--- src/rtl/micalog_counter_pkg.sv ---
// Shared constants and helpers for the prescaled up/down counter.
// Mode selectors and a clog2 that never returns less than one bit.
package micalog_counter_pkg;

  localparam int MODE_WRAP     = 0;
  localparam int MODE_SATURATE = 1;

  function automatic int clog2_min1(input int n);
    int r;
    r = 0;
    for (int i = 0; i < 32; i++) begin
      if ((64'(1) << i) < 64'(n)) r = i + 1;
    end
    return (r < 1) ? 1 : r;
  endfunction

endpackage

--- src/rtl/tick_divider.sv ---
// Prescaler: counts enabled cycles and flags every PRESCALE-th one.
// A clear discards the phase and suppresses that cycle's tick.
module tick_divider
  import micalog_counter_pkg::*;
#(
  parameter int PRESCALE = 1
) (
  input  logic clock,
  input  logic reset_,
  input  logic enable,
  input  logic clear,
  output logic tick
);

  localparam int DW = clog2_min1(PRESCALE);
  localparam logic [DW-1:0] LAST = DW'(PRESCALE - 1);

  logic [DW-1:0] div;

  assign tick = enable && !clear && (div == LAST);

  always_ff @(posedge clock) begin
    if (!reset_) begin
      div <= '0;
    end else if (clear || tick) begin
      div <= '0;
    end else if (enable) begin
      div <= div + 1'b1;
    end
  end

endmodule

--- src/rtl/updown_prescaled_counter.sv ---
// Up/down counter advanced by a prescaled tick, with wrap or clamp
// at the bounds and a load that overrides counting.
module updown_prescaled_counter
  import micalog_counter_pkg::*;
#(
  parameter int     WIDTH    = 16,
  parameter int     PRESCALE = 1,
  parameter longint STEP     = 1,
  parameter int     SATURATE = MODE_WRAP
) (
  input  logic             clock,
  input  logic             reset_,
  input  logic             enable,
  input  logic             up,
  input  logic             load_,
  input  logic [WIDTH-1:0] load_value,
  output logic [WIDTH-1:0] counter,
  output logic             tick,
  output logic             wrap,
  output logic             saturated,
  output logic             at_max,
  output logic             at_min
);

  localparam logic [WIDTH:0]   STEP_X = (WIDTH + 1)'(STEP);
  localparam logic [WIDTH-1:0] MAX    = '1;

  logic [WIDTH:0] sum;
  logic [WIDTH:0] diff;
  logic           over;
  logic           under;

  tick_divider #(
    .PRESCALE(PRESCALE)
  ) u_div (
    .clock (clock),
    .reset_(reset_),
    .enable(enable),
    .clear (!load_),
    .tick  (tick)
  );

  // One extra bit keeps carry/borrow visible for the bound checks.
  assign sum   = {1'b0, counter} + STEP_X;
  assign diff  = {1'b0, counter} - STEP_X;
  assign over  = sum[WIDTH];
  assign under = diff[WIDTH];

  assign at_max = (counter == MAX);
  assign at_min = (counter == '0);

  always_ff @(posedge clock) begin
    if (!reset_) begin
      counter   <= '0;
      wrap      <= 1'b0;
      saturated <= 1'b0;
    end else if (!load_) begin
      counter   <= load_value;
      wrap      <= 1'b0;
      saturated <= 1'b0;
    end else if (tick) begin
      if (SATURATE == MODE_SATURATE) begin
        wrap <= 1'b0;
        if (up) begin
          counter   <= over ? MAX : sum[WIDTH-1:0];
          saturated <= over;
        end else begin
          counter   <= under ? '0 : diff[WIDTH-1:0];
          saturated <= under;
        end
      end else begin
        counter   <= up ? sum[WIDTH-1:0] : diff[WIDTH-1:0];
        wrap      <= up ? over : under;
        saturated <= 1'b0;
      end
    end else begin
      wrap <= 1'b0;
    end
  end

endmodule

--- config.mk ---
export PLATFORM = sky130hd
export DESIGN_NAME = updown_prescaled_counter
export DESIGN_NICKNAME = d
export VERILOG_FILES = /design/src/rtl/micalog_counter_pkg.sv /design/src/rtl/tick_divider.sv /design/src/rtl/updown_prescaled_counter.sv
export SDC_FILE = /design/constraint.sdc
export NUM_CORES = 1
export LEC_CHECK = 0
export CORE_MARGIN = 1
export CORE_UTILIZATION = 30
export DETAILED_ROUTE_END_ITERATION = 8
export GPL_TIMING_DRIVEN = 0
export PLACE_DENSITY = 0.53
export SYNTH_ARGS = -nofsm -noshare
export SYNTH_HDL_FRONTEND = slang
export SYNTH_SLANG_ARGS = --single-unit
--- constraint.sdc ---
create_clock -name clock -period 3.1 [get_ports clock]
set_clock_uncertainty 0.1 [all_clocks]
set_input_delay 0.93 -clock clock [delete_from_list [all_inputs] [get_ports clock]]
set_output_delay 0.93 -clock clock [all_outputs]
set_load 0.02 [all_outputs]
# Word-level counts from Yosys, hierarchy flattened
# Cells that the tools add are included.
[op_classes] n_reduce_logical=7 add_sub_neg=3 eq_ne=2 order_cmp=0 shift=0 n_mul=0 n_mux=4 bitwise=2 n_div=0
[op_table] cell="16-bit two-way mux" count=3
[op_table] cell="16-bit by 1-bit adder with 17-bit output, second input constant" count=1
[op_table] cell="16-bit by 1-bit subtractor with 17-bit output, second input constant" count=1
[op_table] cell="16-bit == test, second input constant" count=1
[op_table] cell="16-bit zero test" count=1
[op_table] cell="3-bit AND reduction" count=1
[op_table] cell="1-bit logical AND" count=2
[op_table] cell="2-bit by 1-bit != test with 1-bit output, second input constant" count=1
[op_table] cell="1-bit inverter" count=2
[op_table] cell="2-bit OR reduction" count=1
[op_table] cell="1-bit adder, second input constant" count=1
[op_table] cell="1-bit zero test" count=1
[op_table] cell="1-bit logical OR" count=1
[op_table] cell="1-bit two-way mux" count=1
[word_totals] romBits=0 ram_bits=0 word_cells=21 mem_count=0 inputBits=21 latch_bits=0 reg_bits=18

# Longest topological paths before layout
# Gate-level depths: netlist of the first run.
[logic_depth] ltp_word=4 depth_mapped=7 ltp_nobuf=7

# Cells and area by module
# A second synthesis of the first run with hierarchy kept.
[hier_totals] cells_unflattened=155 area_unflattened_um2=1216.2
[modules_own_cells] module="updown_prescaled_counter" cells_each=152 instances=1 area_per_inst_um2=1176.1
[modules_own_cells] module="tick_divider" cells_each=3 instances=1 area_per_inst_um2=40.0

# Worst setup path before layout of the first run
# No wires, ideal clock.
[synth_path] path_type="flip-flop to output port" startpoint="register counter[4]" endpoint="output port at_max" arrival_ps=1634 path_buffers=1 path_slack_ps=436 path_stages_with_launch=4 cell_sequence="dfxtp_1 -> buf_2 -> nand4_1 -> nor4_1"
[synth_via] elab_chain_len=1
[synth_lines] element="start, declared" line="updown_prescaled_counter.sv:17" rtl="output logic [WIDTH-1:0] counter,"
[synth_lines] element="start signal, assigned" line="updown_prescaled_counter.sv:58" rtl="counter <= load_value;"
[synth_lines] element="start signal, assigned" line="updown_prescaled_counter.sv:65" rtl="counter <= over ? MAX : sum[WIDTH-1:0];"
[synth_lines] element="start signal, assigned" line="updown_prescaled_counter.sv:68" rtl="counter <= under ? '0 : diff[WIDTH-1:0];"
[synth_lines] element="16-bit == test" line="updown_prescaled_counter.sv:49" rtl="assign at_max = (counter == MAX);"
[synth_lines] element="end, declared" line="updown_prescaled_counter.sv:21" rtl="output logic at_max,"
# No other way between the ends.

# Worst setup path after layout of the first run
[layout_path] startpoint="input port enable" endpoint="output port tick"
[layout_via] elab_chain_len=2
[layout_lines] element="start, declared" line="updown_prescaled_counter.sv:13" rtl="input logic enable,"
[layout_lines] element="1-bit logical AND (2 in series)" line="tick_divider.sv:20" rtl="assign tick = enable && !clear && (div == LAST);"
[layout_lines] element="end, declared" line="updown_prescaled_counter.sv:18" rtl="output logic tick,"
# No other way between the ends.

==> results of run 1 <==
==> path summary, 6_finish.rpt <==
path | from | end | slack, ns | depth (start not counted)
setup / recovery | enable | tick | 0.13 | 5
hold / removal | u_div.div$_SDFFE_PP0P_ | u_div.div$_SDFFE_PP0P_ | 0.45 | 1
setup reg to reg | counter[0]$_SDFFE_PN0P_ | counter[14]$_SDFFE_PN0P_ | 1.23 | 7
hold reg to reg | u_div.div$_SDFFE_PP0P_ | u_div.div$_SDFFE_PP0P_ | 0.45 | 1
==> registers in the layout, indices dropped and copies added (netlist names) <==
signal     cells
counter       16
wrap           1
u_div.div      1
==> power groups by stage <==
| stage | Combinational, W | Sequential, W | Clock [W] |
|---|---|---|---|
| after floorplan | 0.000108 | 0.000289 | 0 |
| after global placement | 0.000208 | 0.000274 | 0 |
| after detailed placement | 0.000208 | 0.000275 | 0 |
| after CTS | 0.000211 | 0.000270 | 0.000174 |
| after global routing | 0.000228 | 0.000273 | 0.000182 |
| final | 0.000210 | 0.000270 | 0.000172 |
==> layout by cell type (no fill, tap or decap), types with 3 or more instances in the layout <==
| cell type | netlist | layout |
|---|---|---|
| a21oi_1 | 9 | 9 |
| o221ai_1 | 3 | 3 |
| dfxtp_1 | 18 | 18 |
| nand4_1 | 4 | 4 |
| buf_2 | 3 | 3 |
| o21ai_1 | 3 | 3 |
| buf_4 | 3 | 3 |
| nand3_1 | 5 | 5 |
| inv_1 | 3 | 3 |
| nor4_1 | 7 | 6 |
| a311oi_1 | 3 | 3 |
| o21ai_0 | 11 | 11 |
| nand2_1 | 13 | 13 |
| xnor2_1 | 5 | 5 |
| or3_1 | 3 | 3 |
| buf_6 | 4 | 4 |
| clkbuf_8 | 0 | 4 |
| nor2_1 | 13 | 13 |
| nor3_1 | 4 | 4 |
| xor2_1 | 7 | 7 |
| and3_1 | 3 | 3 |
| clkdlybuf4s50_1 | 0 | 35 |
==> kinds of logic after synthesis <==
kind of cell | count (synthesis)
fa+ha+maj | 2
other cells | 1
mux | 2
xor+xnor | 12
simple gates | 75
buf+inv | 17
flops | 18
compound gates | 36
==> cell usage after synthesis (2+ instances only) <==
cell | instances | share of area (%)
o221ai_1 | 3 | 1.9
or3_1 | 3 | 1.4
a311oi_1 | 3 | 1.9
xor2_1 | 7 | 4.5
o211ai_1 | 2 | 1.1
nand3_1 | 5 | 1.8
ha_1 | 2 | 1.8
buf_6 | 4 | 3.3
mux2i_1 | 2 | 1.5
nand2_1 | 13 | 3.6
clkbuf_1 | 2 | 0.55
and3_2 | 2 | 1.1
or4b_1 | 2 | 1.5
nor3_1 | 4 | 1.5
nand4b_1 | 2 | 1.3
o21ai_1 | 3 | 1.1
xnor2_1 | 5 | 3.2
nor4_1 | 7 | 3.2
buf_2 | 3 | 1.1
buf_4 | 3 | 1.7
a22oi_1 | 2 | 1.1
dfxtp_1 | 18 | 27
and3_1 | 3 | 1.4
a211oi_1 | 2 | 1.1
nor2_1 | 13 | 3.6
nand3b_1 | 2 | 1.1
nand4_1 | 4 | 1.8
o21ai_0 | 11 | 4.1
a21oi_1 | 9 | 3.3
and2_1 | 2 | 0.92
inv_1 | 3 | 0.83
==> through the flow <==
| stage | setup TNS, ns | std cells | utilization [%] | setup WS (ns) |
|---|---|---|---|---|
| floorplan | 0 | 163 | - | 0.436 |
| CTS | 0 | 257 | 43.0 | 0.0654 |
| global route | 0 | 257 | 42.9 | 0.0708 |
| detailed placement | -0.717 | 254 | 41.6 | -0.717 |
| finish | 0 | 257 | 42.9 | 0.131 |
| global placement | -0.732 | 254 | 41.6 | -0.732 |
==> area by class of cell <==
type / instances / area (sq um) / share of cell area (%)
Clock buffer: 3 / 41.3 / 2.21
Multi-Input combinational cell: 128 / 866 / 46.3
Timing Repair Buffer: 39 / 384 / 20.6
Buffer: 14 / 140 / 7.50
Tap cell: 52 / 65.1 / 3.48
Inverter: 3 / 11.3 / 0.603
Sequential cell: 18 / 360 / 19.3
==> routing by layer <==
layer	share of wire (%)	up-vias	global-route usage, %	wire length [um]
met2	49	38	27.7	1940
met4	1.3	0	5.44	53
met1	46	639	23.3	1840
met5	0	-	0	0
li1	-	686	-	-
met3	3.7	5	2.91	148
==> critical path, delay by kind of cell <==
family | cells | cell delay (ns)
buf+inv | 3 | 0.70
simple gates | 2 | 0.31
==> repair_timing <==
action / in CTS / in global routing
setup endpoints to repair: 3 / 1
endpoints found under the hold margin: 0 / 0
gates resized for setup: 12 / 3
==> results_dict.tcl, run 1 <==
set metrics [dict create \
    io_buffers 39 \
    p_sw_share_pct 32.2 \
    place_congestion 0.878 \
    fmax_mhz 337 \
    tightest_slew_ns 0.515 \
    finalHoldViolCount 0 \
    stdcell_area_sq_um 1870 \
    crit_slowest_cell "dlygate4sd2_1" \
    nFillCells 444 \
    die_area_sq_um 4790 \
    wirelength_um 3980 \
    cts_buffers 3 \
    tritoncts "yes" \
    power.internal_w 0.000441 \
    antenna_found_initial 0 \
    worstPathRequired_ns 2.07 \
    clkPwrFrac_pct 26.3 \
    die_y_um 69.2 \
    nets 230 \
    overflow 0 \
    fin_hold_ws_ns 0.449 \
    postCtsSetupBuffers 0 \
    fin_crit_sh_pct 95.8 \
    drcViolationCount 0 \
    synthXorXnorAreaFrac_pct 7.76 \
    path_class "in2out" \
    cp.arrival_ns 1.94 \
    end_kind "output pin" \
    finalSetupViolations 0 \
    slew_headroom_pct 65.7 \
    syn2layout_area_growth_pct 38.0 \
    worstPathCellList "dlygate4sd2_1 > nor2b_4 > clkbuf_8 > and2_1 > clkdlybuf4s15_2" \
    cap_violations 0 \
    dr.pass1.iters 4 \
    power.leakage_nw 0.685 \
    max_stage_delay_ns 0.27 \
    die_x_um 69.2 \
    coreArea_sq_um 4350 \
    avgSynthCellArea_sq_um 8.31 \
    synth_compound_area_share_pct 16.6 \
    drtIter0Drc 65 \
    ys_types 48 \
    grt_max_degree 11 \
    wire_per_inst_um 15.5 \
    synth_fa_ha_area_share_pct 1.85 \
    row_count 24 \
    syn_inst 163 \
    synthMuxAreaShare_pct 1.48 \
    p_seq_share_pct 41.4 \
    drive_above_1_share_pct 15.1 \
    combPwrFrac_pct 32.3 \
    placed_area_sq_um 1810 \
    grt_pass1_vias 1308 \
    clock_latency_ns 0.26 \
    yosys_warnings 0 \
    syn_nets 186 \
    start_util_pct 31.1 \
    peakVddDrop_v 0.000134 \
    dominantRegCellSynth "dfxtp_1" \
    async_flop_share_pct 0 \
    track_usage_pct 17.2 \
    path_clk_slew_ns 0.07 \
    cp-start-kind "input pin" \
    place_hpwl_um 2950 \
    synth-edff-count 0 \
    rsz0062_at_grt "false" \
    cts.path.max_buffers 2 \
    drtAntennaViolNets 0 \
    cp_max_fo 10 \
    synth-simple-area-share_pct 34.9 \
    grt_pass1_wl_um 6560 \
    ctsHtreeMaxLevel 1 \
    clockRootBuffer "clkbuf_8" \
    synth_top_family_by_area "simple AND/OR/NAND/NOR gates" \
    ys_seq_area_share_pct 26.6 \
    synth_area_sq_um 1350 \
    pwr_density_cell_nw_per_um2 349 \
    outcome "completed" \
    route.vias.total 1368 \
    diodes 0 \
    clock_sinks 18 \
    drv_slew 0 \
    layout_min_cycle_time_ns 2.97 \
    holdCritPathClass "reg2reg" \
    hold_buffers 0 \
    vias_per_cell 5.32 \
    yosys_register_bits 18 \
    io_pins 42 \
    netSwitchingPower_w 0.000210 \
    totalPowerFinal_w 0.000651 \
]
Power figures use the tool's default switching activity.
==> run 2: changes to the inputs <==
==> constraint.sdc (replaced) <==
create_clock -name clock -period 3.1 [get_ports clock]
set_clock_uncertainty 0.1 [all_clocks]
set_input_delay 0.775 -clock clock [delete_from_list [all_inputs] [get_ports clock]]
set_output_delay 0.775 -clock clock [all_outputs]
set_load 0.02 [all_outputs]
==> run 2 against run 1 <==
Effect of this change: setup slack got worse by 0.056 ns; sequential power about the same; clock power about the same; critical path depth unchanged; wire length increased by 0.38%; flip-flop and latch count unchanged; via count increased by 0.73%; combinational power about the same; non-clock buffer count unchanged; global-route usage decreased by 0.061 points; largest cell class unchanged; highest routed layer unchanged.
==> results_dict.tcl, run 2 (synthesis results as in run 1) <==
set metrics [dict create \
    r2r.worst_path.cells 7 \
    crit_slowest_cell "clkdlybuf4s50_1" \
    die_area_sq_um 4790 \
    ctsHtreeMaxLevel 1 \
    netSwitchingPower_w 0.000210 \
    final_cells 257 \
    largest_register "counter" \
    pwr_density_cell_nw_per_um2 349 \
    diodes 0 \
    finalHoldViolCount 0 \
    fmax_mhz 331 \
    drive_above_1_share_pct 14.1 \
    track_usage_pct 17.1 \
    hold_buffers 0 \
    p_sw_share_pct 32.2 \
    final_cell_mix "clkdlybuf4s50_1, dfxtp_1, nand2_1, nor2_1, o21ai_0" \
    max_stage_delay_ns 0.52 \
    vias_per_cell 5.36 \
    slew_headroom_pct 66.3 \
    path_class "in2out" \
    die_y_um 69.2 \
    holdCritPathClass "reg2reg" \
    final_common_cell "clkdlybuf4s50_1" \
    cp_max_fo 10 \
    overflow 0 \
    cp-start-kind "input pin" \
    dr.pass1.iters 4 \
    postCtsSetupBuffers 0 \
    nets 230 \
    combPwrFrac_pct 32.2 \
    cts_buffers 3 \
    power.leakage_nw 0.675 \
    worstPathRequired_ns 2.22 \
    tightest_slew_ns 0.506 \
    drv_slew 0 \
    whs_path_depth 1 \
    cap_violations 0 \
    grt_max_degree 11 \
    finalSetupViolations 0 \
    wire_per_inst_um 15.6 \
    drcViolationCount 0 \
    cts.path.max_buffers 2 \
    totalPowerFinal_w 0.000650 \
    path_clk_slew_ns 0.07 \
    syn2layout_area_growth_pct 37.5 \
    wirelength_um 4000 \
    grt_pass1_wl_um 6510 \
    power.internal_w 0.000441 \
    peakVddDrop_v 0.000134 \
    place_congestion 0.878 \
    cp.arrival_ns 2.15 \
    route.vias.total 1378 \
    row_count 24 \
    worstPathCellList "clkdlybuf4s50_1 > nor2b_2 > clkbuf_4 > and2_1 > clkdlybuf4s15_1" \
    clock_latency_ns 0.26 \
    place.detailed.instances 254 \
    grt_pass1_vias 1300 \
    nFillCells 446 \
    coreArea_sq_um 4350 \
    place_hpwl_um 2950 \
    drtIter0Drc 78 \
    rsz0062_at_grt "false" \
    end_kind "output pin" \
    io_buffers 39 \
    utilization_pct 42.8 \
    p_seq_share_pct 41.4 \
    antenna_found_initial 0 \
    die_x_um 69.2 \
    io_pins 42 \
    fin_crit_sh_pct 97.6 \
    clkPwrFrac_pct 26.3 \
    start_util_pct 31.1 \
    drtAntennaViolNets 0 \
    clock_sinks 18 \
    clockRootBuffer "clkbuf_8" \
    outcome "completed" \
    tritoncts "yes" \
    top_regs "counter x16, u_div.div x1, wrap x1" \
    layout_min_cycle_time_ns 3.03 \
    largest_reg_flops 16 \
]
## run 2: cell types whose count changed in the layout (fill, tap and decap cells not counted), sizes merged
cell	change
dlygate4sd2	-1
clkdlybuf4s50	+2
clkbuf	-1
## run 2: final cells by class
cell class / count / area (sq um) / area share (%)
Clock buffer: 3 / 41.3 / 2.22
Buffer: 14 / 134 / 7.19
Multi-Input combinational cell: 128 / 861 / 46.2
Timing Repair Buffer: 39 / 389 / 20.9
Inverter: 3 / 11.3 / 0.605
Sequential cell: 18 / 360 / 19.4
Tap cell: 52 / 65.1 / 3.49
## run 2: power groups by stage
| stage | Clock, W | Sequential [W] | Combinational, W |
|---|---|---|---|
| after global routing | 0.000182 | 0.000273 | 0.000227 |
| final | 0.000171 | 0.000270 | 0.000210 |
| after global placement | 0 | 0.000274 | 0.000208 |
| after floorplan | 0 | 0.000289 | 0.000108 |
| after detailed placement | 0 | 0.000275 | 0.000208 |
| after CTS | 0.000174 | 0.000270 | 0.000210 |
## run 2: timing repair
item,in CTS,in global routing
endpoints found under the setup margin,2,2
gates cloned,0,0
gates resized for setup,4,3
## run 2: critical path, delay by kind of cell
kind	cells	cell delay, ns
buffers and inverters	3	1.04
AND/OR/NAND/NOR	2	0.33
## run 2: metrics by stage
stage / TNS (ns) / instance area (sq um) / worst slack [ns] / hold slack, ns
final: 0 / 1860 / 0.0749 / 0.422
after global routing: 0 / 1860 / 0.0172 / 0.448
after CTS: 0 / 1850 / 0.0321 / 0.413
after detailed placement: -0.407 / 1810 / -0.407 / 0.401
after global placement: -0.422 / 1810 / -0.422 / 0.404
after floorplan: 0 / 1350 / 0.591 / 0.371
## run 2: final timing paths
| path | endpoint | slack [ns] | start |
|---|---|---|---|
| worst max-delay path | tick | 0.07 | enable |
| worst min-delay path | u_div.div$_SDFFE_PP0P_ | 0.42 | u_div.div$_SDFFE_PP0P_ |
| worst max register to register | counter[14]$_SDFFE_PN0P_ | 1.21 | counter[0]$_SDFFE_PN0P_ |
| worst min register to register | u_div.div$_SDFFE_PP0P_ | 0.42 | u_div.div$_SDFFE_PP0P_ |
## run 2: per-layer routing
metal  wire length [um]  global-route usage [%]  part of all wire (%)  vias up
met1               1890                    23.0                    47      647
met4                 44                    5.44                   1.1        0
met3                145                    2.91                   3.6        4
met2               1920                    27.8                    48       40
met5                  0                       0                     0        -
li1                   -                       -                     -      687
